==> src/rtl/gmii_tx_framer.sv <==
// GMII transmit framer: preamble/SFD insertion, zero padding, optional FCS, IFG.
// Define GMII_TX_FCS_EN to build the CRC-32 generator and FCS state.
module gmii_tx_framer #(
    parameter int PREAMBLE_LEN = 7,
    parameter int MIN_PAYLOAD  = 60,
    parameter int IFG_LEN      = 12
) (
    input  logic        sys_clk,
    input  logic        sys_rst_n,
    input  logic [7:0]  tx_data,
    input  logic        tx_valid,
    input  logic        tx_last,
    output logic        tx_ready,
    output logic [7:0]  gmii_txd,
    output logic        gmii_tx_en,
    output logic        gmii_tx_er,
    output logic [15:0] stat_frames,
    output logic [7:0]  stat_underruns
);

`ifdef GMII_TX_FCS_EN
    localparam int PAD_TGT = MIN_PAYLOAD;
`else
    localparam int PAD_TGT = MIN_PAYLOAD + 4;
`endif
    localparam logic [10:0] PAD_N = 11'(PAD_TGT);
    localparam logic [7:0]  PRE_N = 8'(PREAMBLE_LEN);
    localparam logic [7:0]  IFG_N = 8'(IFG_LEN);

    typedef enum logic [3:0] {
        S_IDLE,
        S_PRE,
        S_SFD,
        S_DATA,
        S_PAD,
        S_ERR,
        S_DROP,
        S_IFG
`ifdef GMII_TX_FCS_EN
        , S_FCS
`endif
    } state_t;

    state_t      state_q, state_d;
    logic        last_q, last_d;
    logic [10:0] cnt_q, cnt_d;
    logic [7:0]  tmr_q, tmr_d;
    logic [7:0]  txd_q, txd_d;
    logic        en_q, en_d;
    logic        er_q, er_d;
    logic [15:0] frames_q, frames_d;
    logic [7:0]  under_q, under_d;
    logic        put_byte;
    logic        body_end;
    logic [7:0]  byte_v;
    logic [10:0] cnt_inc;

`ifdef GMII_TX_FCS_EN
    logic [31:0] crc_q, crc_d;
    logic [31:0] crc_inv;
    logic [1:0]  fcs_nxt;

    function automatic logic [31:0] crc_step(input logic [31:0] c,
                                             input logic [7:0]  d);
        logic [31:0] r;
        r = c ^ {24'd0, d};
        for (int i = 0; i < 8; i++)
            r = r[0] ? ((r >> 1) ^ 32'hEDB88320) : (r >> 1);
        return r;
    endfunction

    assign crc_inv = ~crc_q;
    assign fcs_nxt = tmr_q[1:0] + 2'd1;
`endif

    assign cnt_inc  = (cnt_q == 11'h7FF) ? cnt_q : cnt_q + 11'd1;
    assign tx_ready = (state_q == S_SFD)
                    | ((state_q == S_DATA) & ~last_q)
                    | (state_q == S_DROP);

    always_comb begin
        state_d  = state_q;
        last_d   = last_q;
        cnt_d    = cnt_q;
        tmr_d    = tmr_q;
        txd_d    = 8'h00;
        en_d     = 1'b0;
        er_d     = 1'b0;
        frames_d = frames_q;
        under_d  = under_q;
        put_byte = 1'b0;
        body_end = 1'b0;
        byte_v   = 8'h00;
`ifdef GMII_TX_FCS_EN
        crc_d    = crc_q;
`endif
        unique case (state_q)
            S_IDLE, S_IFG: begin
                if (state_q == S_IFG && tmr_q != IFG_N) begin
                    tmr_d = tmr_q + 8'd1;
                end else if (tx_valid) begin
                    state_d = S_PRE;
                    tmr_d   = 8'd1;
                    txd_d   = 8'h55;
                    en_d    = 1'b1;
                    cnt_d   = '0;
                    last_d  = 1'b0;
`ifdef GMII_TX_FCS_EN
                    crc_d   = 32'hFFFFFFFF;
`endif
                end else begin
                    state_d = S_IDLE;
                end
            end
            S_PRE: begin
                en_d = 1'b1;
                if (tmr_q == PRE_N) begin
                    state_d = S_SFD;
                    txd_d   = 8'hD5;
                end else begin
                    tmr_d = tmr_q + 8'd1;
                    txd_d = 8'h55;
                end
            end
            S_SFD, S_DATA: begin
                if (last_q) begin
                    if (cnt_q < PAD_N) begin
                        state_d  = S_PAD;
                        put_byte = 1'b1;
                    end else begin
                        body_end = 1'b1;
                    end
                end else if (tx_valid) begin
                    state_d  = S_DATA;
                    put_byte = 1'b1;
                    byte_v   = tx_data;
                    last_d   = tx_last;
                end else begin
                    // Upstream starved us mid-frame: poison it on the wire
                    state_d = S_ERR;
                    en_d    = 1'b1;
                    er_d    = 1'b1;
                    under_d = under_q + {7'd0, under_q != 8'hFF};
                end
            end
            S_PAD: begin
                if (cnt_q < PAD_N) put_byte = 1'b1;
                else               body_end = 1'b1;
            end
`ifdef GMII_TX_FCS_EN
            S_FCS: begin
                if (tmr_q == 8'd3) begin
                    state_d  = S_IFG;
                    tmr_d    = 8'd1;
                    frames_d = frames_q + 16'd1;
                end else begin
                    tmr_d = tmr_q + 8'd1;
                    en_d  = 1'b1;
                    txd_d = crc_inv[{fcs_nxt, 3'b000} +: 8];
                end
            end
`endif
            S_ERR: state_d = S_DROP;
            S_DROP: begin
                if (tx_valid && tx_last) begin
                    state_d = S_IFG;
                    tmr_d   = 8'd1;
                end
            end
            default: state_d = S_IDLE;
        endcase

        if (put_byte) begin
            en_d  = 1'b1;
            txd_d = byte_v;
            cnt_d = cnt_inc;
`ifdef GMII_TX_FCS_EN
            crc_d = crc_step(crc_q, byte_v);
`endif
        end

        if (body_end) begin
`ifdef GMII_TX_FCS_EN
            state_d = S_FCS;
            tmr_d   = 8'd0;
            en_d    = 1'b1;
            txd_d   = crc_inv[7:0];
`else
            state_d  = S_IFG;
            tmr_d    = 8'd1;
            frames_d = frames_q + 16'd1;
`endif
        end
    end

    always_ff @(posedge sys_clk or negedge sys_rst_n) begin
        if (!sys_rst_n) begin
            state_q  <= S_IDLE;
            last_q   <= 1'b0;
            cnt_q    <= '0;
            tmr_q    <= '0;
            txd_q    <= '0;
            en_q     <= 1'b0;
            er_q     <= 1'b0;
            frames_q <= '0;
            under_q  <= '0;
`ifdef GMII_TX_FCS_EN
            crc_q    <= 32'hFFFFFFFF;
`endif
        end else begin
            state_q  <= state_d;
            last_q   <= last_d;
            cnt_q    <= cnt_d;
            tmr_q    <= tmr_d;
            txd_q    <= txd_d;
            en_q     <= en_d;
            er_q     <= er_d;
            frames_q <= frames_d;
            under_q  <= under_d;
`ifdef GMII_TX_FCS_EN
            crc_q    <= crc_d;
`endif
        end
    end

    assign gmii_txd       = txd_q;
    assign gmii_tx_en     = en_q;
    assign gmii_tx_er     = er_q;
    assign stat_frames    = frames_q;
    assign stat_underruns = under_q;

endmodule
==> config.mk <==
export PLATFORM = sky130hd
export DESIGN_NAME = gmii_tx_framer
export DESIGN_NICKNAME = d
export VERILOG_FILES = /design/src/rtl/gmii_tx_framer.sv
export SDC_FILE = /design/constraint.sdc
export NUM_CORES = 1
export LEC_CHECK = 0
export ABC_AREA = 1
export CAP_MARGIN = 15
export CORE_ASPECT_RATIO = 0.7
export CORE_MARGIN = 1.5
export CORE_UTILIZATION = 36
export DETAILED_ROUTE_END_ITERATION = 16
export DONT_BUFFER_PORTS = 1
export PLACE_DENSITY_LB_ADDON = 0.1
export SKIP_LAST_GASP = 1
export SYNTH_ARGS = -nofsm -noshare
export SYNTH_HDL_FRONTEND = slang
export SYNTH_SLANG_ARGS = --single-unit
==> constraint.sdc <==
create_clock -name sys_clk -period 1.79 [get_ports sys_clk]
set_clock_uncertainty 0.1 [all_clocks]
set_input_delay 0.358 -clock sys_clk [delete_from_list [all_inputs] [get_ports sys_clk]]
set_output_delay 0.358 -clock sys_clk [all_outputs]
set_load 0.01 [all_outputs]
# Word-level counts from Yosys, hierarchy flattened
# Cells that the tools add are included.
# W data, S select, Z words.
# word_totals
regBits	58
inputBits	12
out_inout_bits	35
elab_cells	101
# classes
n_addsub	4
magnitude_cmp	1
eq_ne	22
mux	46
n_bitwise	5
reduce_logical	14
# op_table
operator	count
$mux W8	10
$mux W11	5
$mux W4	6
$pmux W4 S6	1
$pmux W8 S3	1
$add A16 B1 Y16 const B	1
$eq A4 B3 Y1 const B	4
$pmux W8 S2	1
$mux W1	15
$mux W7	2
$add A11 B1 Y11 const B	1
$eq A11 B11 Y1 const B	1
$lt A11 B7 Y1 const B	1
$ne A2 B2 Y1 const B	5
$ne A3 B3 Y1 const B	3
$add A8 B1 Y8	1
$add A8 B1 Y8 const B	1
$eq A4 B2 Y1 const B	2
$eq A8 B3 Y1 const B	1
$ne A4 B4 Y1 const B	2
$ne A8 B4 Y1 const B	1
$ne A8 B8 Y1 const B	1
$reduce_and A4 Y1	2
$pmux W1 S2	3
other kinds (14)	21

# Longest topological paths before layout
# Gate-level depths: netlist (run 1).
# logic_depth
depth_word	6
ltp_mapped	11
ltp_nobuf	11

# Worst setup path before layout (run 1)
# No wires, ideal clock.
# synth_path
kind	reg2reg
from	reg tmr_q[0]
to	reg last_q
setup_time_ps	129
arrival_time_ps	1357
t_required_ps	1561
slack_ps	204
path_stages_with_launch	9
path_buffers	1
synth_period_minus_slack_ps	1586
cell_sequence	dfrtp_1 > inv_1 > ha_1 > nand3_1 > o21bai_4 > nand3_2 > buf_4 > inv_2 > o21ai_0
# synth_between
elab_chain_cells	4
# synth_rtl
element	line_no	text
from (decl)	47	logic [7:0] tmr_q, tmr_d;
from (signal assigned)	214	tmr_q <= tmr_d;
$ne A8 B4 Y1	99	if (state_q == S_IFG && tmr_q != IFG_N) begin
$logic_and A1 B1 Y1	99	
$ne A2 B2 Y1 (no source line)	--	
$reduce_and A3 Y1 (no source line)	--	
to (signal assigned)	212	last_q <= last_d;
to (decl)	45	logic last_q, last_d;
# No other way between the ends.
# A chain may end at the register's enable or synchronous reset.

# Final worst setup path (run 1)
# layout_path
from	reg state_q[2]
to	out tx_ready
# layout_between
elab_chain_cells	4
elab_cells_between_ends	6
classes_between	eq/ne (3); bitwise (3)
# layout_rtl
element	line_no	text
from (decl)	44	state_t state_q, state_d;
from (signal assigned)	211	state_q <= state_d;
$eq A4 B2 Y1	78	| ((state_q == S_DATA) & ~last_q)
$and A1 B1 Y1	78	
$or A1 B1 Y1	78	
$or A1 B1 Y1 (*)	79	| (state_q == S_DROP);
to (decl)	13	output logic tx_ready,
# Mark *: on every way between the ends. The rest lies on a longest branch, timed or not.

==> results.yml, run 1 <==
run_status:
  status: "complete, but fails checks"
  violations: "negative hold slack"
placed_design:
  dp_hpwl_um: 5690
  place.gp.congestion: 0.820
  place_inst: 575
  portBuffers: 0
global_routing:
  overflow: 0
  grt_max_degree: 58
  grt_use_total_pct: 16.7
  grt_pass1_vias: 2594
  antenna_found_initial: 0
  grt_pass1_wl_um: 13000
layout:
  final_common_cell: "nand2_1"
  final_cells: 596
  layout_common_cells: "nand2_1, dfrtp_1, nand3_1"
  multi_input_area_um2: 1670
  n_antenna_cell: 0
  seqCellArea_um2: 1430
  drive_gt1_share_pct: 18.0
  nets: 486
  fill_cells: 944
  area_growth_pct: 21.8
detailed_routing:
  via_count: 2828
  via_per_inst: 4.74
  postRouteAntennaNets: 0
  routedWlPerCell_um: 12.9
  drt-initial-drc-count: 140
  firstDrtPassIters: 4
  wl_um: 7710
  drc_errors: 0
worst_setup_path:
  r2r-start: "state_q[1]$_DFFE_PN0P_"
  critical_path.endpoint: "tx_ready"
  r2r-end: "tmr_q[3]$_DFFE_PN0P_"
  ff2ff_path_depth: 10
  arrival_ns: 1.22
  max_stage_delay_ns: 0.49
  crit_required_ns: 1.33
  path_cells: "nor2_4 -> nand2_4 -> o21ai_2"
  r2r_setup_slack_ns: 0.12
  worst_setup_path_end_kind: "output pin"
  critPathKind: "flip-flop to output pin"
  crit_start: "state_q[2]$_DFFE_PN0P_"
  critPathLaunchType: "flip-flop"
  crit_path_top_delay_cell: "dfrtp_2"
  crit_path_max_fanout: 10
clocking:
  cts.clk_slew.worst_paths_ns: 0.05
  cts_hold_buf: 1
  cts_htree_levels: 3
  cts.sinks: 57
  cts_buffer_depth: 2
  clkLatencyLatePin_ns: 0.33
  numCtsBuffers: 9
  cts_tree: "done"
  clockRootBuffer: "clkbuf_16"
synth:
  synth.ff_latch_count: 57
  syn_area_per_cell_um2: 7.76
  synth_edf_count: 0
  netlist_instances: 427
  synth_async_sr_flop_share_pct: 100
  synth_cell_types: 31
  synth.net_count: 445
  ys_warn_count: 0
  synth_area_um2: 3310
  ys.flop_type: "dfrtp_1"
  synth_seq_area_share_pct: 43.1
power_and_ir_drop:
  pwr_density_cell_nw_per_um2: 1480
  peakVddDrop_mv: 0.595
  leakage_nw: 2.02
floorplan:
  die_w_um: 118
  core-area_um2: 9000
  initial_utilization_pct: 36.8
  num_rows: 29
  die_h_um: 83.3
  dieArea_um2: 9790
  pin_count: 47
sta:
  whs_ns: -0.373
  tightest_slew_ns: 0.342
  rsz0062_at_grt: "yes"
  setup_tns_ns: 0
  period_minus_slack_ns: 1.68
  slew_violations: 0
  fin_crit_sh_pct: 94.0
  setup_viol: 0
  maxSlewHeadroom_pct: 76.9
  hold_viol: 57
  timing.fmax_ghz: 0.594
worst_hold_path:
  hp-class: "primary input to async pin"
flow_run:
  maxCapViolCount: 0
worst min path at each step:
stage / end / slack [ns] / start / depth (start not counted)
floorplan: cnt_q[0]$_DFFE_PN0P_ / -0.04 / sys_rst_n / 0
global placement: stat_underruns[7]$_DFFE_PN0P_ / -0.04 / sys_rst_n / 0
detailed placement: stat_underruns[7]$_DFFE_PN0P_ / -0.04 / sys_rst_n / 0
CTS: cnt_q[3]$_DFFE_PN0P_ / -0.39 / sys_rst_n / 0
global route: cnt_q[0]$_DFFE_PN0P_ / -0.40 / sys_rst_n / 0
finish: stat_underruns[7]$_DFFE_PN0P_ / -0.37 / sys_rst_n / 0
synth_stat cells, types with 5 or more instances:
cell type / count / area, um^2
nand2_1: 122 / 458
dfrtp_1: 57 / 1430
nand3_1: 48 / 240
nor2_1: 44 / 165
inv_1: 40 / 150
o21ai_0: 19 / 95.1
xor2_1: 16 / 140
nand4_1: 12 / 75.1
xnor2_1: 10 / 87.6
ha_1: 6 / 75.1
inv_2: 6 / 22.5
nand2_2: 6 / 37.5
o21ai_1: 5 / 25.0
kinds of logic after synthesis:
family                   share of synthesized area (%)
AND/OR/NAND/NOR                                   35.3
flip-flops                                        43.1
buffers and inverters                             6.88
AO/OA/AOI/OAI                                     5.59
XOR/XNOR                                          6.88
adder cells (fa/ha/maj)                           2.27
area by class of cell:
cell class	count	area share, %
clock buffers	9	5.58
clock inverters	6	2.08
inverters	46	4.28
multi-input cells	316	41.4
flip-flops and latches	57	35.4
well taps	124	3.84
repair buffers	38	7.44
stage by stage:
step	cell area [um^2]	hold slack, ns	power (W)	setup slack, ns	utilization, %
floorplan	3310	-0.0376	0.00343	0.204	-
global placement	3660	-0.0362	0.00414	0.0555	40.7
detailed placement	3660	-0.0362	0.00413	0.0626	40.7
CTS	3990	-0.391	0.00597	0.0237	44.3
global route	4040	-0.396	0.00647	-0.0155	44.8
finish	4040	-0.373	0.00599	0.107	44.8
worst max-delay path: cells and delay by family (launching register included):
kind | cells | cell delay [ns]
AOI/OAI and AO/OA | 1 | 0.11
DFF | 1 | 0.49
and+or+nand+nor | 2 | 0.30
power breakdown:
part           internal (W)  switching, W  leakage [nW]
logic              0.000893       0.00140          1.12
clock network       0.00120      0.000578         0.155
registers           0.00160      0.000315         0.751
flip-flops by register name (all words and copies together), names as in the netlist:
| signal | count |
|---|---|
| cnt_q | 11 |
| gmii_tx_en | 1 |
| last_q | 1 |
| tmr_q | 8 |
| gmii_txd | 8 |
| stat_underruns | 8 |
| state_q | 3 |
| stat_frames | 16 |
| gmii_tx_er | 1 |
routing by layer:
metal	vias up	track usage, %	wire (um)	share of wire, %
met4	0	5.32	68	0.88
met3	5	5.29	491	6.4
li1	1448	-	-	-
met2	68	22.3	3020	39
met1	1307	25.0	4130	54
met5	-	0	0	0
timing repair:
| item | CTS | global route |
|---|---|---|
| endpoints found under the hold margin | 58 | 57 |
| gates resized for setup | 2 | 4 |
| pin swaps | 0 | 3 |
| endpoints found under the setup margin | 1 | 17 |
| buffers inserted | 0 | 5 |
(Power assumes the default switching activity.)
==> run 2, diff against run 1 <==
Settings changed: CORE_ASPECT_RATIO 0.7 to 0.9.
==> run 2 against run 1 <==
Against the previous run:
- the run now ends clean
- cell area is 1.5% lower
- register-to-register slack about the same
- non-clock buffer count is 1 higher
- first-iteration DRC count down 24%
- core utilization is 0.88 points lower
- cell count did not move
- count of clock-buffer cells in the layout increased by 3
- die area hardly changed
- maximum frequency shrank 0.41%
- hold slack better by 0.40 ns
- via count grew 1.4%
- critical path type unchanged
==> results.yml, run 2 (synthesized netlist as in run 1, its figures left out) <==
placed_design:
  place_inst: 571
  place.gp.congestion: 0.839
  portBuffers: 0
  dp_hpwl_um: 5600
  place_area_um2: 3630
sta:
  fin_crit_sh_pct: 94.4
  maxSlewHeadroom_pct: 80.2
  tightest_slew_ns: 0.295
  timing.fmax_ghz: 0.592
  hold_viol: 0
  setup_tns_ns: 0
  slew_violations: 0
  setup_viol: 0
  period_minus_slack_ns: 1.69
layout:
  final_common_cell: "nand2_1"
  final_util_pct: 44.0
  largest_register_ffs: 16
  final_cells: 596
  area_growth_pct: 20.0
  nets: 487
  drive_gt1_share_pct: 19.6
  design_area_um2: 3980
  fill_cells: 893
  n_antenna_cell: 0
  layout_common_cells: "nand2_1, dfrtp_1, nand3_1"
power_and_ir_drop:
  peakVddDrop_mv: 0.521
  pwr_density_cell_nw_per_um2: 1380
  finalPower_w: 0.00547
  leakage_nw: 1.98
clocking:
  clockRootBuffer: "clkbuf_8"
  cts.clk_slew.worst_paths_ns: 0.07
  cts.sinks: 57
  cts_tree: "done"
  numCtsBuffers: 9
  cts_htree_levels: 3
  clkLatencyLatePin_ns: 0.33
  cts_buffer_depth: 2
worst_setup_path:
  r2r-end: "cnt_q[5]$_DFFE_PN0P_"
  ff2ff_path_depth: 9
  max_stage_delay_ns: 0.47
  arrival_ns: 1.23
  r2r-start: "tmr_q[1]$_DFFE_PN0P_"
  path_cells: "nor2_4 -> nand2_4 -> o21ai_2"
  critPathKind: "flip-flop to output pin"
  r2r_setup_slack_ns: 0.11
  crit_required_ns: 1.33
  crit_path_top_delay_cell: "dfrtp_2"
  crit_path_max_fanout: 9
  worst_setup_path_end_kind: "output pin"
  cp_num_buf_inv: 0
  crit_family: "flip-flops"
  critPathLaunchType: "flip-flop"
worst_hold_path:
  hold_end: "gmii_txd[5]$_DFF_PN0_"
  worstHoldPathCells: 2
  hp-start: "tx_data[5]"
  hp-class: "primary input to flip-flop"
global_routing:
  overflow: 0
  grt_pass1_wl_um: 13200
  grt_use_total_pct: 17.0
  antenna_found_initial: 0
  grt_max_degree: 58
  grt_pass1_vias: 2779
floorplan:
  num_rows: 33
  dieArea_um2: 9790
  initial_utilization_pct: 36.6
  pin_count: 47
  die_w_um: 104
  core-area_um2: 9040
  die_h_um: 94.0
run_status:
  status: "finished, final reports clean"
detailed_routing:
  via_count: 2869
  firstDrtPassIters: 5
  drt-initial-drc-count: 107
  routedWlPerCell_um: 13.0
  wl_um: 7770
  drc_errors: 0
  postRouteAntennaNets: 0
  via_per_inst: 4.81
flow_run:
  maxCapViolCount: 0
## run 2: worst max path at each step
stage | startpoint | endpoint | slack (ns) | depth (start not counted)
6_report | state_q[2]$_DFFE_PN0P_ | tx_ready | 0.10 | 3
5_1_grt | tmr_q[0]$_DFFE_PN0P_ | state_q[0]$_DFFE_PN0P_ | -0.0001 | 9
4_1_cts | state_q[2]$_DFFE_PN0P_ | tx_ready | 0.04 | 3
3_5_place_dp | tmr_q[1]$_DFFE_PN0P_ | state_q[1]$_DFFE_PN0P_ | 0.08 | 9
3_3_place_gp | tmr_q[1]$_DFFE_PN0P_ | tmr_q[7]$_DFFE_PN0P_ | 0.09 | 10
2_1_floorplan | tmr_q[0]$_DFFE_PN0P_ | last_q$_DFFE_PN0P_ | 0.20 | 8
## run 2: per-stage QoR
stage	setup WS [ns]	hold WS, ns
after global placement	0.0879	-0.0360
after detailed placement	0.0791	-0.0360
after global routing	-0.000149	0.0139
final	0.100	0.0272
after floorplan	0.204	-0.0376
after CTS	0.0351	0.00604
## run 2: layout make-up
class                   count  area, um^2  area share, %
clock inverters             4        51.3           1.29
multi-input cells         316        1690           42.5
inverters                  46         173           4.34
clock buffers              12         155           3.90
flip-flops and latches     57        1430           36.0
repair buffers             39         325           8.18
well taps                 122         153           3.84
## run 2: power breakdown
group	internal (W)	switching, W
sequential	0.00160	0.000329
clock	0.000720	0.000543
combinational	0.000871	0.00141
total	0.00319	0.00228
## run 2: repair_timing
action	in CTS	in global routing
pin swaps	0	10
setup buffers	0	6
hold buffers	3	0
endpoints found under the setup margin	1	11
endpoints found under the hold margin	58	0
gates resized for setup	2	15
## run 2: routing by layer
metal / wire [um] / GRT usage (%) / up-vias
met5: 0 / 0 / -
met4: 85 / 6.02 / 0
met3: 328 / 4.09 / 8
met2: 3500 / 27.2 / 67
met1: 3860 / 22.5 / 1341
li1: - / - / 1453
==> run 3, diff against run 2 <==
Settings changed: CORE_ASPECT_RATIO 0.9 to default, SKIP_LAST_GASP 1 to default, SLEW_MARGIN from default to 20.
==> run 3 against run 2 <==
Against the previous run:
- largest power group unchanged
- die area barely moved
- the run now ends with design-rule violations left
- global-route usage rose by 0.36 points
- critical path depth did not move
==> results.yml, run 3 (synthesized netlist as in run 1, its figures left out) <==
run_status:
  status: "complete, but fails checks"
  violations: "design-rule violations"
worst_setup_path:
  crit_required_ns: 1.33
  path_depth: 3
  r2r-start: "state_q[1]$_DFFE_PN0P_"
  ff2ff_path_depth: 10
  cp_num_buf_inv: 0
  path_cells: "nor2_4 -> nand2_4 -> o21ai_2"
  crit_path_top_delay_cell: "dfrtp_2"
  r2r-end: "tmr_q[3]$_DFFE_PN0P_"
  max_stage_delay_ns: 0.50
  critPathKind: "flip-flop to output pin"
  worst_setup_path_end_kind: "output pin"
  crit_family: "flip-flops"
  critPathLaunchType: "flip-flop"
  arrival_ns: 1.26
  r2r_setup_slack_ns: 0.12
  crit_path_max_fanout: 10
placed_design:
  portBuffers: 0
  dp_hpwl_um: 5760
  dp_slack_ns: 0.0154
  place.gp.congestion: 0.807
layout:
  layout_common_cells: "nand2_1, dfrtp_1, nand3_1"
  largest_register_ffs: 16
  final_common_cell: "nand2_1"
  n_antenna_cell: 0
  area_growth_pct: 20.6
  fill_cells: 884
  drive_gt1_share_pct: 19.3
  nets: 484
power_and_ir_drop:
  leakage_nw: 1.98
  pwr_density_cell_nw_per_um2: 1420
  peakVddDrop_mv: 0.510
sta:
  fin_crit_sh_pct: 96.1
  postLayoutSetupSlackWorst_ns: 0.0702
  setup_tns_ns: 0
  hold_viol: 0
  rsz0062_at_grt: "no"
  slew_violations: 0
  timing.fmax_ghz: 0.581
  maxSlewHeadroom_pct: 74.6
  period_minus_slack_ns: 1.72
  setup_viol: 0
  tightest_slew_ns: 0.378
floorplan:
  dieArea_um2: 9780
  core-area_um2: 8810
  initial_utilization_pct: 37.6
  die_h_um: 98.9
  num_rows: 34
  die_w_um: 98.9
  pin_count: 47
global_routing:
  overflow: 0
  grt_use_total_pct: 17.4
  grt_pass1_wl_um: 13400
  grt_max_degree: 58
  antenna_found_initial: 0
  grt_pass1_vias: 2807
clocking:
  cts.clk_slew.worst_paths_ns: 0.07
  cts_buffer_depth: 2
  clkLatencyLatePin_ns: 0.34
  cts_tree: "done"
  numCtsBuffers: 9
  cts.sinks: 57
  clockRootBuffer: "clkbuf_8"
  cts_htree_levels: 3
detailed_routing:
  drt-initial-drc-count: 86
  firstDrtPassIters: 10
  routedWlPerCell_um: 13.8
  postRouteAntennaNets: 0
  wl_um: 7980
  via_per_inst: 4.93
  drc_errors: 5
  via_count: 2852
worst_hold_path:
  worstHoldPathCells: 2
  hp-start: "tx_data[3]"
  hold_end: "gmii_txd[3]$_DFF_PN0_"
  hp-class: "primary input to flip-flop"
flow_run:
  maxCapViolCount: 0
## run 3: cell count changes in the layout (fill, tap and decap cells not counted), sizes merged
cell    delta
inv        +1
clkbuf     -2
buf        -4
bufinv     +2
clkinv     -1
nand3      +1
## run 3: through the flow
stage                     instances  hold slack [ns]  instance area (um^2)  power [W]  utilization, %
after floorplan                 427          -0.0376                  3310    0.00343               -
after detailed placement        553          -0.0358                  3590    0.00403            40.7
final                           579           0.0211                  3990    0.00569            45.3
after CTS                       572          0.00748                  3880    0.00561            44.1
after global placement          553          -0.0361                  3590    0.00401            40.7
after global routing            579           0.0162                  3990    0.00613            45.3
## run 3: repair_timing
| action | 4_1_cts | 5_1_grt |
|---|---|---|
| hold buffers | 3 | 0 |
| pin swaps | 0 | 6 |
| hold endpoints to repair | 58 | 0 |
| cloned | 0 | 1 |
| resized for setup | 3 | 19 |
| buffers inserted | 0 | 6 |
| setup endpoints to repair | 1 | 27 |
## run 3: routing by layer
layer / share of wire [%] / up-vias / global-route usage [%]
met1: 44 / 1336 / 20.8
met5: 0 / - / 0
met3: 5.7 / 11 / 5.89
li1: - / 1446 / -
met2: 48 / 59 / 29.3
met4: 1.8 / 0 / 5.60
## run 3: worst max path at each step
stage                                 endpoint  slack [ns]              startpoint
after global routing      tmr_q[3]$_DFFE_PN0P_       0.005  state_q[1]$_DFFE_PN0P_
after detailed placement  cnt_q[0]$_DFFE_PN0P_        0.02    tmr_q[0]$_DFFE_PN0P_
after CTS                 cnt_q[0]$_DFFE_PN0P_       0.007    tmr_q[0]$_DFFE_PN0P_
after global placement    cnt_q[0]$_DFFE_PN0P_        0.04    tmr_q[0]$_DFFE_PN0P_
after floorplan             last_q$_DFFE_PN0P_        0.20    tmr_q[0]$_DFFE_PN0P_
final                                 tx_ready        0.07  state_q[2]$_DFFE_PN0P_
## run 3: area by class of cell
cell class                      instances  area, um^2  area share [%]
Clock inverter                          6         115            2.88
Timing Repair Buffer                   35         295            7.40
Sequential cell                        57        1430            35.9
Tap cell                              108         135            3.38
Clock buffer                           10         128            3.20
Inverter                               46         173            4.32
Multi-Input combinational cell        317        1720            43.0
## run 3: power by group
part | leakage (nW) | internal (W) | switching [W]
sequential | 0.749 | 0.00160 | 0.000376
combinational | 1.11 | 0.000818 | 0.00138
clock | 0.117 | 0.000933 | 0.000576
total | 1.98 | 0.00335 | 0.00234
